--- src/rtl/ysyx_25020037_issue_ctrl.sv ---
// rtl/ysyx_25020037_issue_ctrl.sv - IDU->EXU issue control with load-use interlock, redirect flush and fence.i drain (optional perf counters: YSYX_25020037_ISSUE_PERF_EN)
module ysyx_25020037_issue_ctrl #(
    parameter int NREG         = 16,
    parameter int CNT_W        = 2,
    parameter int INFLIGHT_MAX = 4,
    parameter int INF_W        = 3
) (
    input  logic             clk,
    input  logic             rst,
    input  logic             idu_valid,
    output logic             idu_ready,
    input  logic [3:0]       rs1,
    input  logic [3:0]       rs2,
    input  logic             rs1_used,
    input  logic             rs2_used,
    input  logic [3:0]       rd,
    input  logic             gpr_we,
    input  logic             inst_l,
    input  logic             is_fence_i,
    input  logic             exu_ready,
    output logic             issue_valid,
    input  logic             wbu_valid,
    input  logic             wbu_we,
    input  logic             wbu_is_load,
    input  logic [3:0]       wbu_rd,
    input  logic             redirect_valid,
    input  logic             pc_updata,
    output logic [INF_W-1:0] inflight_cnt,
`ifdef YSYX_25020037_ISSUE_PERF_EN
    output logic [31:0]      perf_lu_stall,
    output logic [31:0]      perf_flush_drop,
`endif
    output logic [1:0]       state_o
);

    typedef enum logic [1:0] {
        ST_RUN   = 2'd0,
        ST_FLUSH = 2'd1,
        ST_DRAIN = 2'd2
    } state_t;

    localparam logic [CNT_W-1:0] CNT_MAX = {CNT_W{1'b1}};

    state_t             state;
    state_t             state_n;
    logic [CNT_W-1:0]   pend_cnt [NREG];
    logic [CNT_W-1:0]   load_cnt [NREG];
    logic [INF_W-1:0]   inflight_n;
    logic               lu_hazard;
    logic               hazard;
    logic               issue_valid_c;
    logic               idu_ready_c;
    logic               fire;

    // A source only stalls while a load to it is still outstanding; ALU results come via bypass.
    assign lu_hazard = (rs1_used && (rs1 != 4'd0) && (load_cnt[rs1] != '0)) ||
                       (rs2_used && (rs2 != 4'd0) && (load_cnt[rs2] != '0));
    assign hazard    = lu_hazard ||
                       (gpr_we && (rd != 4'd0) && (pend_cnt[rd] == CNT_MAX)) ||
                       (inflight_cnt == INF_W'(INFLIGHT_MAX));

    // Outputs are forced low while reset is held so they drop asynchronously with it.
    assign issue_valid  = rst & issue_valid_c;
    assign idu_ready    = rst & idu_ready_c;
    assign fire         = issue_valid & exu_ready;
    assign state_o      = state;

    // Next in-flight count; simultaneous issue and commit cancel out.
    always_comb begin
        inflight_n = inflight_cnt;
        if (fire && !wbu_valid) begin
            inflight_n = inflight_cnt + 1'b1;
        end else if (!fire && wbu_valid && (inflight_cnt != '0)) begin
            inflight_n = inflight_cnt - 1'b1;
        end
    end

    // Next-state and handshake decode.
    always_comb begin
        state_n       = state;
        issue_valid_c = 1'b0;
        idu_ready_c   = 1'b0;
        case (state)
            ST_RUN: begin
                issue_valid_c = idu_valid && !hazard;
                idu_ready_c   = issue_valid_c && exu_ready;
                if (redirect_valid) begin
                    state_n = ST_FLUSH;
                end else if (idu_ready_c && is_fence_i) begin
                    state_n = ST_DRAIN;
                end
            end
            ST_FLUSH: begin
                idu_ready_c = idu_valid;
                if (pc_updata) begin
                    state_n = ST_RUN;
                end
            end
            ST_DRAIN: begin
                if (redirect_valid) begin
                    state_n = ST_FLUSH;
                end else if (inflight_n == '0) begin
                    state_n = ST_RUN;
                end
            end
            default: state_n = ST_RUN;
        endcase
    end

    // State and in-flight count registers.
    always_ff @(posedge clk or negedge rst) begin
        if (!rst) begin
            state        <= ST_RUN;
            inflight_cnt <= '0;
        end else begin
            state        <= state_n;
            inflight_cnt <= inflight_n;
        end
    end

    for (genvar g = 0; g < NREG; g++) begin : g_reg
        logic             pend_inc;
        logic             pend_dec;
        logic             load_inc;
        logic             load_dec;
        logic [CNT_W-1:0] pend_q;
        logic [CNT_W-1:0] load_q;

        assign pend_inc    = fire && gpr_we && (rd == 4'(g)) && (g != 0);
        assign pend_dec    = wbu_valid && wbu_we && (wbu_rd == 4'(g)) && (g != 0);
        assign load_inc    = pend_inc && inst_l;
        assign load_dec    = pend_dec && wbu_is_load;
        assign pend_cnt[g] = pend_q;
        assign load_cnt[g] = load_q;

        // Per-register outstanding-write and outstanding-load counters; saturate, never wrap.
        always_ff @(posedge clk or negedge rst) begin
            if (!rst) begin
                pend_q <= '0;
                load_q <= '0;
            end else begin
                if (pend_inc && !pend_dec && (pend_q != CNT_MAX)) begin
                    pend_q <= pend_q + 1'b1;
                end else if (pend_dec && !pend_inc && (pend_q != '0)) begin
                    pend_q <= pend_q - 1'b1;
                end
                if (load_inc && !load_dec && (load_q != CNT_MAX)) begin
                    load_q <= load_q + 1'b1;
                end else if (load_dec && !load_inc && (load_q != '0)) begin
                    load_q <= load_q - 1'b1;
                end
            end
        end

        // A commit must never find its counter already empty.
        always_ff @(posedge clk) begin
            if (rst && pend_dec) begin
                assert (pend_q != '0);
            end
        end
    end

    // A commit with nothing in flight indicates an upstream protocol error.
    always_ff @(posedge clk) begin
        if (rst && wbu_valid) begin
            assert (inflight_cnt != '0);
        end
    end

`ifdef YSYX_25020037_ISSUE_PERF_EN
    // Load-use stall cycles and wrong-path drops.
    always_ff @(posedge clk or negedge rst) begin
        if (!rst) begin
            perf_lu_stall   <= '0;
            perf_flush_drop <= '0;
        end else begin
            if ((state == ST_RUN) && idu_valid && lu_hazard) begin
                perf_lu_stall <= perf_lu_stall + 32'd1;
            end
            if ((state == ST_FLUSH) && idu_valid) begin
                perf_flush_drop <= perf_flush_drop + 32'd1;
            end
        end
    end
`endif

endmodule

--- config.mk ---
export PLATFORM = sky130hd
export DESIGN_NAME = ysyx_25020037_issue_ctrl
export DESIGN_NICKNAME = d
export VERILOG_FILES = /design/src/rtl/ysyx_25020037_issue_ctrl.sv
export SDC_FILE = /design/constraint.sdc
export NUM_CORES = 1
export LEC_CHECK = 0
export CAP_MARGIN = 40
export CORE_MARGIN = 4
export CORE_UTILIZATION = 52
export CTS_CLUSTER_SIZE = 10
export DETAILED_ROUTE_END_ITERATION = 8
export DONT_BUFFER_PORTS = 1
export PLACE_DENSITY = 0.68
export RECOVER_POWER = 100
export SLEW_MARGIN = 10
export SYNTH_ARGS = -nofsm -noshare
export SYNTH_HDL_FRONTEND = slang
export SYNTH_SLANG_ARGS = --single-unit
--- constraint.sdc ---
create_clock -name clk -period 3.05 [get_ports clk]
set_input_delay 0.305 -clock clk [delete_from_list [all_inputs] [get_ports clk]]
set_output_delay 0.305 -clock clk [all_outputs]
set_load 0.1 [all_outputs]
-- Word-level counts from Yosys, hierarchy flattened
Index checks and enable logic that the tools add are counted.
- add/sub/neg operators: 62
- reductions and logical operators: 329
- $lt $le $gt $ge: 3
- bitwise operators: 6
- equality and inequality tests: 67
- muxes and demuxes: 79
- operators with widths (operator ; number):
    $logic_and A1 B1 Y1 ; 194
    $mux W2 ; 71
    $reduce_bool A2 Y1 ; 62
    $eq A4 B4 Y1 const B ; 16
    $logic_not A1 Y1 ; 63
    $ne A2 B2 Y1 const B ; 31
    $add A2 B1 Y2 const B ; 30
    $sub A2 B1 Y2 const B ; 30
    $eq A4 B3 Y1 const B ; 8
    $bmux W2 S4 ; 3
    $eq A4 B2 Y1 const B ; 4
    $ge A5 B5 Y1 const B ; 3
    $not A4 Y5 ; 3
    $reduce_bool A4 Y1 ; 3
    $eq A4 B1 Y1 const B ; 2
    $mux W3 ; 2
    $ne A3 B3 Y1 const B ; 2
    $pmux W2 S3 ; 1
    $eq A2 B2 Y1 const B ; 2
    $add A3 B1 Y3 const B ; 1
    $and A1 B1 Y1 ; 3
    $eq A3 B3 Y1 const B ; 1
    $logic_not A3 Y1 ; 1
    $logic_or A1 B1 Y1 ; 3
    7 further kinds ; 7
- output and inout bits: 7
- bits of input ports: 30
- flip-flop bits (word level): 65
- word-level logic and storage cells: 578

-- Depth between registers and ports, before layout
Gate-level depths: netlist of run 1.
- depth in word-level cells: 23
- gate-level depth with buffers: 14

-- Least setup slack after synthesis of run 1
Ideal clock, no wire load.
- kind: register to output
- start point: reg inflight_cnt[0]
- end point: out idu_ready
- slack: -0.825 ns
- buffers on the path: 3
- stages on the path, launching flop included: 10
- data arrival time: 3.570 ns
- path through: dfrtp_1 inv_1 ha_1 a211oi_1 nand3_1 or2_1 buf_6 buf_6 buf_2 o21ai_0
- longest elaborated chain between the ends: 7
- RTL lines (what ; RTL line ; source):
    start, declared ; 28 ; output logic [INF_W-1:0] inflight_cnt,
    start signal, assigned ; 117 ; inflight_cnt <= inflight_n;
    $eq A3 B3 Y1 ; 60 ; (inflight_cnt == INF_W'(INFLIGHT_MAX));
    $logic_or A1 B1 Y1 ; 59 ; (gpr_we && (rd != 4'd0) && (pend_cnt[rd] == CNT_MAX)) ||
    $logic_not A1 Y1 ; 85 ; issue_valid_c = idu_valid && !hazard;
    $logic_and A1 B1 Y1 ; 85 ;
    $logic_and A1 B1 Y1 ; 86 ; idu_ready_c = issue_valid_c && exu_ready;
    $pmux W1 S2 ; 83 ; case (state)
    $and A1 B1 Y1 ; 64 ; assign idu_ready = rst & idu_ready_c;
    end, declared ; 11 ; output logic idu_ready,
Every way passes these cells.

-- Final worst setup path of run 1
- start point: reg g_reg[14].load_q[1]
- end point: out idu_ready
- longest elaborated chain between the ends: 13
- elaborated cells on any way between the ends: 18
- classes of those cells: 7 x mux; 1 x bitwise; 10 x reduce/logical
- RTL lines (what ; RTL line ; source):
    start, declared ; 127 ; logic [CNT_W-1:0] load_q;
    start signal, assigned ; 148 ; load_q <= load_q + 1'b1;
    start signal, assigned ; 150 ; load_q <= load_q - 1'b1;
    $bmux W2 S4 (on tied branches) ; 56, 57 ;
    $mux W2 (on tied branches) (2 in series) ; 56, 57 ;
    $reduce_bool A2 Y1 (on tied branches) ; 56, 57 ;
    $logic_and A1 B1 Y1 (on tied branches) ; 56, 57 ;
    $logic_or A1 B1 Y1 * ; 56 ; assign lu_hazard = (rs1_used && (rs1 != 4'd0) && (load_cnt[rs1] != '0)) ||
    $logic_or A1 B1 Y1 * ; 58 ; assign hazard = lu_hazard ||
    $logic_or A1 B1 Y1 * ; 59 ;
    $logic_not A1 Y1 * ; 85 ;
    $logic_and A1 B1 Y1 * ; 85 ;
    $logic_and A1 B1 Y1 * ; 86 ;
    $pmux W1 S2 * ; 83 ;
    $and A1 B1 Y1 * ; 64 ;
Mark *: on every way between the ends. The rest lies on a longest branch, timed or not. The select of a mux whose other input is x is not followed.

==> flow_summary_export.csv, run 1 <==
group,metric,value,unit
status,outcome,"complete, but fails checks",
status,violations,"max-capacitance violations, max-slew violations",
layout,final_common_cell,"o21ai_0",
clocking,insertion_delay,0.35,ns
clocking,cts_made_buffers,9,
detailed_routing,first_pass_iters,5,
min_path,hold_path_class,"primary input to flop",
detailed_routing,wl,12.55,mm
floorplanning,die_h,102.7,um
setup_path,worstPathRequired,2.74,ns
setup_path,critPathSlowestCell,"or4_1",
detailed_routing,vias,4358,
floorplanning,core_region_area,8721,um2
pwr,p_per_area,515.1,nW/um2
timing,finalMaxSlewViolations,66,
setup_path,r2r_cells,10,
pwr,design_power_total,2546,uW
floorplanning,std_cell_rows,34,
detailed_routing,ant_nets,0,
detailed_routing,drc,0,
setup_path,path_cells,"nor2_1 > a211oi_1 > a211oi_1 > or4_1 > nand4_2 > or2_2 > buf_12 > o21ai_2 > buf_12",
timing,finClkSkew,0.01485,ns
yosys,synthCells,550,
timing,setup_violations,0,
detailed_routing,wl_per_cell,18.98,um
timing,period_minus_slack,2.962,ns
layout,drive_gt1_share,8.861,%
timing,fin_ws,0.08792,ns
timing,fmax,337.6,MHz
layout,antennaDiodeCount,0,
timing,max_slew.worst_pin.slew,1.614,ns
min_path,worstHoldPathCells,1,
grt,grt_max_degree,66,
flow_run,maxCapViolCount,1,
clocking,cts.clk_slew.worst_paths,0.08,ns
yosys,syn_nets,583,
layout,layout_common_cells,"o21ai_0, dfrtp_1, nand2_1, nor2_1, a21oi_1",
clocking,cts_buffer_depth,2,
setup_path,path_depth,9,
setup_path,critPathLaunchType,"flop",
yosys,synth_edf_count,0,
timing,fin_crit_sh,97.12,%
yosys,synth-seq-cells,65,
yosys,yosys_warnings,0,
pwr,switching_share,35.76,%
grt,antenna_found_initial,0,
yosys,syn_area_per_cell,8.476,um2
detailed_routing,routed_via_density,6.593,
yosys,ys_types,67,
setup_path,end_kind,"primary output",
floorplanning,boundaryPins,37,
pwr,p_sw,910.5,uW
detailed_routing,drt_iter0_markers,308,
grt,overflow,0,
timing,rsz0062_at_grt,"no",
pwr,leakage,0.002009,uW
grt,grt_pass1_wl,19.67,mm
timing,hold_viol,0,
floorplanning,initial_core_util,53.46,%
placed_design,hpwl,9.060,mm
yosys,netlist_area,4662,um2
clocking,cts_tree,"yes",
placed_design,gp_congestion,0.8342,
setup_path,crit_type,"flop to primary output",
placed_design,portBuffers,0,
layout,final_core_util,56.69,%
yosys,yosysSeqAreaShare,34.89,%
layout,nets,581,
clocking,post_cts_buffers,0,
pwr,p_comb_share,28.3,%
pwr,seq_power_share,43.2,%
clocking,cts_sinks,65,
setup_path,cp_max_fo,29,
pwr,p_clk_share,28.5,%
pwr,internal_power,1636,uW
placed_design,pre_cts_slack,0.2285,ns
yosys,ys.flop_type,"dfrtp_1",
clocking,cts-root-buf,"clkbuf_8",
setup_path,path_buf_inv,2,
timing,tns,0,ns
layout,final.fill_count,800,
yosys,synth-async-reset-ratio,100.0,%
clocking,htreeDepth,3,
grt,grtUsageTotal,23.96,%
pwr,ir_worst_vdd,279.4,uV
grt,grt_pass1_vias,3937,
setup_path,critPathTopFamily,"simple AND/OR/NAND/NOR gates",
setup_path,cpPeakStageDelay,0.61,ns
layout,area_growth,6.039,%
timing,slew_headroom,-7.582,%
layout,multi_input_area,2749,um2
floorplanning,die_area,10540,um2
floorplanning,die_x,102.7,um
setup_path,cp.arrival,2.66,ns
layout,regArea,1629,um2
[cells by family (layout without fill, tap and decap cells)]
logic type	Yosys count	in the layout	share of synthesized area (%)
AO/OA/AOI/OAI	188	188	26.09
adder cells (fa/ha/maj)	3	3	0.8052
buffers and inverters	57	60	5.797
AND/OR/NAND/NOR	215	215	25.82
flip-flops	65	65	34.89
XOR/XNOR	1	1	0.1879
multiplexers	21	21	6.414
[timing repair]
action                                 4_1_cts  5_1_grt
hold buffers                                 2        0
resized for setup                            0        1
endpoints found under the hold margin       65        0
setup endpoints to repair                    0        1
[Yosys cell counts (4+ instances only)]
master,n,area [um2]
o31a_1,18,157.7
or3b_1,11,96.34
a211oi_1,13,97.59
mux2_2,6,67.56
o311ai_0,4,35.03
dfrtp_1,65,1627
nand4_1,8,50.05
or4_1,4,30.03
mux4_2,6,135.1
nor2b_1,4,25.02
nor4_1,24,150.1
clkbuf_1,17,63.81
a31oi_1,4,25.02
nor2_1,42,157.7
buf_6,7,78.83
nand2_1,41,153.9
nand2b_1,8,50.05
o21ai_0,54,270.3
o21ai_1,15,75.07
inv_1,29,108.9
nand3_1,13,65.06
and2_1,15,93.84
nor3_1,15,75.07
a21oi_1,31,155.2
mux2i_1,7,70.07
o211ai_1,5,37.54
o31ai_1,7,52.55
a21boi_0,4,30.03
nor3b_1,7,52.55
[worst paths after layout]
kind                       slack (ns)             endpoint           startpoint
max                              0.09            idu_ready  g_reg[14].load_q[1]
min reg2reg                      0.50   g_reg[9].load_q[0]   g_reg[9].load_q[0]
min in group asynchronous        0.90  g_reg[12].load_q[0]                  rst
max in group asynchronous        1.06      inflight_cnt[0]                  rst
min                              0.07      inflight_cnt[1]            wbu_valid
max reg2reg                      0.13  g_reg[11].load_q[0]  g_reg[15].pend_q[0]
[layout make-up]
cell class / instances / share of cell area [%]
multi-input cells: 428 / 55.61
inverters: 29 / 2.202
clock inverters: 3 / 0.8099
clock buffers: 13 / 3.012
well taps: 108 / 2.733
flip-flops and latches: 65 / 32.95
repair buffers: 15 / 2.683
[power groups by stage]
stage                     clock network, uW  logic [uW]  registers [uW]
after floorplan                           0         427            1260
after global placement                    0         697            1110
after detailed placement                  0         718            1120
after CTS                               738         745            1100
after global routing                    775         783            1120
final                                   726         720            1100
[metal layers]
metal / vias up / global-route usage [%] / routed length [um] / part of all wire (%)
li1: 2083 / - / - / -
met1: 2111 / 32.11 / 5463 / 44
met2: 148 / 39.18 / 6000 / 48
met3: 16 / 5.007 / 935 / 7.5
met4: 0 / 7.164 / 148 / 1.2
met5: - / 0 / 0 / 0
[registers in the layout, summed over array words and instances, names as in the netlist]
name and flops:
g.load_q 30, g.pend_q 30, inflight_cnt 3, state_o 2
[metrics by stage]
| step | cell area (um2) | hold WS, ns | instances |
|---|---|---|---|
| after floorplan | 4668 | 0.009409 | 550 |
| after CTS | 4980 | 0.06583 | 660 |
| after detailed placement | 4753 | 0.01108 | 642 |
| after global routing | 4943 | 0.08509 | 661 |
| after global placement | 4750 | 0.01139 | 641 |
| final | 4943 | 0.07132 | 661 |
(Power assumes the default switching activity.)
==> run 2, diff against run 1 <==
--- a/config.mk
+++ b/config.mk
@@ -8,11 +8,14 @@
 export CAP_MARGIN = 40
 export CORE_MARGIN = 4
 export CORE_UTILIZATION = 52
+export CTS_CLUSTER_DIAMETER = 30
 export CTS_CLUSTER_SIZE = 10
 export DETAILED_ROUTE_END_ITERATION = 8
 export DONT_BUFFER_PORTS = 1
+export HOLD_SLACK_MARGIN = 0.08
 export PLACE_DENSITY = 0.68
 export RECOVER_POWER = 100
+export REMOVE_ABC_BUFFERS = 1
 export SLEW_MARGIN = 10
 export SYNTH_ARGS = -nofsm -noshare
 export SYNTH_HDL_FRONTEND = slang
==> flow_summary_export.csv, run 2 (synthesis results as in run 1) <==
group,metric,value,unit
status,outcome,"complete, but fails checks",
status,violations,"max-capacitance violations, max-slew violations",
min_path,hold_path_class,"primary input to flop",
setup_path,path_cells,"mux4_2 > mux2i_1 > nor2_1 > o21ai_2 > nand4_2 > or2_4 > buf_12 > o21ai_2 > buf_12",
layout,reg_top3,"g.load_q x30, g.pend_q x30, inflight_cnt x3",
detailed_routing,wl_per_cell,19.24,um
grt,overflow,0,
pwr,seq_power_share,41.9,%
layout,final.fill_count,800,
flow_run,maxCapViolCount,1,
detailed_routing,routed_via_density,6.667,
floorplanning,core_region_area,8721,um2
timing,slew_headroom,-11.05,%
layout,drive_gt1_share,9.369,%
placed_design,gp_congestion,0.9202,
layout,multi_input_area,2758,um2
floorplanning,die_h,102.7,um
placed_design,portBuffers,0,
timing,fmax,346.3,MHz
timing,fin_crit_sh,94.68,%
clocking,htreeDepth,3,
pwr,switching_share,35.32,%
grt,grt_pass1_vias,4155,
pwr,p_comb_share,27.4,%
detailed_routing,first_pass_iters,6,
setup_path,crit_type,"flop to primary output",
timing,finClkSkew,0.01598,ns
timing,period_minus_slack,2.888,ns
floorplanning,boundaryPins,37,
layout,final_cells,663,
setup_path,ff2ff_setup_slack,0.24,ns
clocking,cts-root-buf,"clkbuf_8",
setup_path,path_buf_inv,2,
timing,setup_violations,0,
grt,grtUsageTotal,25.61,%
setup_path,cp_max_fo,40,
timing,tns,0,ns
layout,antennaDiodeCount,0,
timing,finalMaxSlewViolations,66,
placed_design,place_inst,645,
timing,max_slew.worst_pin.slew,1.666,ns
clocking,cts_made_buffers,9,
grt,grt_max_degree,66,
clocking,post_cts_buffers,0,
layout,final_common_cell,"o21ai_0",
layout,regArea,1627,um2
pwr,p_clk_share,30.7,%
setup_path,worstPathRequired,2.74,ns
clocking,cts_buffer_depth,2,
clocking,cts_sinks,65,
detailed_routing,wl,12.76,mm
setup_path,critPathLaunchType,"flop",
setup_path,end_kind,"primary output",
clocking,insertion_delay,0.35,ns
grt,antenna_found_initial,0,
clocking,cts_tree,"yes",
pwr,leakage,0.002035,uW
floorplanning,std_cell_rows,34,
detailed_routing,vias,4420,
clocking,cts.clk_slew.worst_paths,0.07,ns
setup_path,critPathSlowestCell,"mux4_2",
pwr,ir_worst_vdd,283.9,uV
floorplanning,initial_core_util,53.46,%
placed_design,hpwl,9.264,mm
floorplanning,die_x,102.7,um
setup_path,cp.arrival,2.58,ns
grt,grt_pass1_wl,20.95,mm
detailed_routing,drt_iter0_markers,332,
detailed_routing,ant_nets,0,
layout,nets,584,
timing,hold_viol,0,
setup_path,cpPeakStageDelay,0.49,ns
layout,layout_common_cells,"o21ai_0, dfrtp_1, nand2_1, nor2_1, a21oi_1",
pwr,p_per_area,525.8,nW/um2
floorplanning,die_area,10540,um2
setup_path,critPathTopFamily,"multiplexers",
timing,rsz0062_at_grt,"no",
pwr,internal_power,1696,uW
pwr,p_sw,926.0,uW
detailed_routing,drc,0,
layout,area_growth,6.951,%
==> run 2: changes by cell type in the layout (fill, tap and decap cells not counted), sizes merged <==
cell | previous run | this run
dlygate4sd3 | 1 | 2
buf | 6 | 8
clkinv | 2 | 1
==> run 2: worst paths after layout <==
| check | start | cells after the start | end |
|---|---|---|---|
| min in group asynchronous | rst | 2 | inflight_cnt[0] |
| min | redirect_valid | 1 | state_o[0] |
| max in group asynchronous | rst | 2 | g_reg[10].pend_q[0] |
| max | g_reg[15].pend_q[1] | 9 | idu_ready |
| max reg2reg | g_reg[15].pend_q[1] | 10 | g_reg[11].load_q[0] |
| min reg2reg | g_reg[3].pend_q[0] | 1 | g_reg[3].pend_q[0] |
==> run 2: power groups by stage <==
stage                     clock (uW)  combinational (uW)  sequential [uW]
after floorplan                    0                 396             1260
after global placement             0                 709             1110
after detailed placement           0                 726             1110
after CTS                        818                 753             1100
after global routing             861                 792             1120
final                            804                 719             1100
==> run 2: metrics by stage <==
stage | total power, uW | util (%) | setup WS, ns | hold WS, ns | area [um2]
2_1_floorplan | 1654 | - | -1.461 | 0.009409 | 4501
3_3_place_gp | 1814 | 54.92 | 0.3056 | 0.01113 | 4790
3_5_place_dp | 1839 | 54.92 | 0.2177 | 0.01099 | 4790
4_1_cts | 2669 | 57.92 | 0.09342 | 0.09924 | 5051
5_1_grt | 2770 | 57.17 | 0.01834 | 0.08891 | 4986
6_report | 2622 | 57.17 | 0.1623 | 0.1122 | 4986
==> run 2: layout make-up <==
class / instances / share of cell area [%]
clock buffer: 13 / 3.588
clock inverter: 2 / 0.7026
inverter: 29 / 2.183
multi-input combinational: 428 / 55.31
sequential: 65 / 32.62
tap: 108 / 2.710
timing repair buffer: 18 / 2.886
==> run 2: what timing repair did <==
item / 4_1_cts / 5_1_grt
endpoints found under the setup margin: 0 / 2
endpoints found under the hold margin: 66 / 0
hold buffers: 3 / 0
resized for setup: 0 / 4
==> run 2: per-layer routing <==
metal  global-route usage [%]  part of all wire, %  vias up
met5                        0                    0        -
li1                         -                    -     2090
met2                    39.72                   46      162
met4                    11.50                  2.9        0
met3                    6.969                  7.9       32
met1                    33.52                   43     2136
==> run 2: worst register-to-register path: stages (launching register included) <==
cell and delay [ns]:
dfrtp_1 0.42, mux4_2 0.49, mux2i_1 0.16, nor2_1 0.07
o21ai_2 0.21, nand4_2 0.11, or2_4 0.28, buf_12 0.18
a2111oi_0 0.48, o21ba_1 0.22, o21ai_0 0.13
==> run 3, diff against run 2 <==
--- a/config.mk
+++ b/config.mk
@@ -13,7 +13,7 @@
 export DETAILED_ROUTE_END_ITERATION = 8
 export DONT_BUFFER_PORTS = 1
 export HOLD_SLACK_MARGIN = 0.08
-export PLACE_DENSITY = 0.68
+export PLACE_DENSITY = 0.76
 export RECOVER_POWER = 100
 export REMOVE_ABC_BUFFERS = 1
 export SLEW_MARGIN = 10
==> flow_summary_export.csv, run 3 (synthesis results as in run 1) <==
group,metric,value,unit
clocking,cts_buffer_depth,2,
layout,final.fill_count,774,
setup_path,r2r_cells,10,
clocking,htreeDepth,3,
grt,overflow,0,
grt,grt_pass1_wl,20.31,mm
floorplanning,die_area,10540,um2
clocking,post_cts_buffers,0,
detailed_routing,drt_iter0_markers,390,
layout,reg_top3,"g.load_q x30, g.pend_q x30, inflight_cnt x3",
timing,slew_headroom,-9.523,%
min_path,hold_path_class,"primary input to flop",
timing,max_slew.worst_pin.slew,1.643,ns
timing,rsz0062_at_grt,"no",
layout,antennaDiodeCount,0,
timing,period_minus_slack,2.810,ns
pwr,ir_worst_vdd,290.4,uV
layout,drive_gt1_share,8.514,%
setup_path,worstPathRequired,2.74,ns
layout,layout_common_cells,"o21ai_0, dfrtp_1, nor2_1, nand2_1, a21oi_1",
floorplanning,die_x,102.7,um
placed_design,hpwl,8.997,mm
floorplanning,boundaryPins,37,
floorplanning,initial_core_util,53.46,%
detailed_routing,wl,12.28,mm
timing,fmax,355.8,MHz
timing,hold_viol,0,
grt,antenna_found_initial,0,
grt,grt_max_degree,66,
flow_run,maxCapViolCount,1,
layout,nets,582,
detailed_routing,first_pass_iters,6,
setup_path,end_kind,"primary output",
status,outcome,"complete, but fails checks",
detailed_routing,wl_per_cell,18.60,um
placed_design,portBuffers,0,
setup_path,cp.arrival,2.51,ns
clocking,cts_made_buffers,9,
min_path,worstHoldPathCells,2,
floorplanning,std_cell_rows,34,
status,violations,"max-capacitance violations, max-slew violations",
setup_path,cp_max_fo,7,
clocking,cts-root-buf,"clkbuf_8",
clocking,cts.clk_slew.worst_paths,0.07,ns
clocking,insertion_delay,0.35,ns
clocking,cts_sinks,65,
setup_path,critPathLaunchType,"flop",
setup_path,crit_type,"flop to primary output",
detailed_routing,vias,4355,
floorplanning,core_region_area,8721,um2
layout,final_common_cell,"o21ai_0",
timing,finClkSkew,0.01136,ns
pwr,leakage,0.001994,uW
detailed_routing,ant_nets,0,
layout,final_core_util,56.66,%
layout,area_growth,5.985,%
pwr,design_power_total,2546,uW
timing,fin_crit_sh,92.14,%
clocking,cts_tree,"yes",
timing,setup_violations,0,
timing,finalMaxSlewViolations,66,
grt,grtUsageTotal,24.53,%
detailed_routing,routed_via_density,6.598,
floorplanning,die_h,102.7,um
pwr,p_per_area,515.3,nW/um2
timing,holdWs,0.1052,ns
layout,final_cells,660,
timing,tns,0,ns
placed_design,gp_congestion,0.9735,
grt,grt_pass1_vias,4252,
placed_design,place_inst,643,
detailed_routing,drc,0,
run 3: per-layer routing:
metal  vias up  wire (um)  global-route usage (%)
met5         -          0                       0
li1       2082          -                       -
met1      2067       5153                   31.72
met4         0        310                   10.29
met3        27       1094                   6.495
met2       179       5716                   38.98
run 3: path summary, 6_finish.rpt:
kind	start	endpoint	slack, ns
max in group asynchronous	rst	g_reg[15].pend_q[1]	1.13
worst max register to register	g_reg[15].pend_q[0]	g_reg[15].pend_q[0]	0.25
worst min register to register	g_reg[3].pend_q[0]	g_reg[3].pend_q[0]	0.49
min in group asynchronous	rst	inflight_cnt[2]	0.92
worst max-delay path	g_reg[15].pend_q[0]	idu_ready	0.24
worst min-delay path	wbu_valid	inflight_cnt[1]	0.11
run 3: report_power, final:
group | internal (uW) | switching (uW)
sequential | 987 | 114
clock | 390 | 333
combinational | 248 | 474
total | 1620 | 921
run 3: area by class of cell:
| type | instances | area, um2 | area share (%) |
|---|---|---|---|
| Sequential cell | 65 | 1627 | 32.92 |
| Timing Repair Buffer | 16 | 141.4 | 2.861 |
| Inverter | 29 | 108.9 | 2.203 |
| Clock buffer | 11 | 141.4 | 2.861 |
| Clock inverter | 3 | 42.54 | 0.8610 |
| Tap cell | 108 | 135.1 | 2.735 |
| Multi-Input combinational cell | 428 | 2745 | 55.56 |
run 3: metrics by stage:
stage | area [um2] | setup slack, ns
3_3_place_gp | 4787 | 0.2596
6_report | 4941 | 0.2398
4_1_cts | 5019 | 0.1589
3_5_place_dp | 4787 | 0.1889
2_1_floorplan | 4501 | -1.461
5_1_grt | 4941 | 0.02059
run 3: worst max-delay path, cell delays in order (launching register included):
cell and delay, ns:
dfrtp_1 0.41, mux4_2 0.50, o22ai_1 0.22, nor3_1 0.10
o21ai_2 0.10, nand4_2 0.11, or2_4 0.31, o21ai_2 0.07
clkbuf_4 0.34
run 3: repair_timing:
action / CTS / global route
hold buffers: 3 / 0
endpoints found under the hold margin: 66 / 0
setup endpoints to repair: 0 / 22
gates resized for setup: 0 / 5
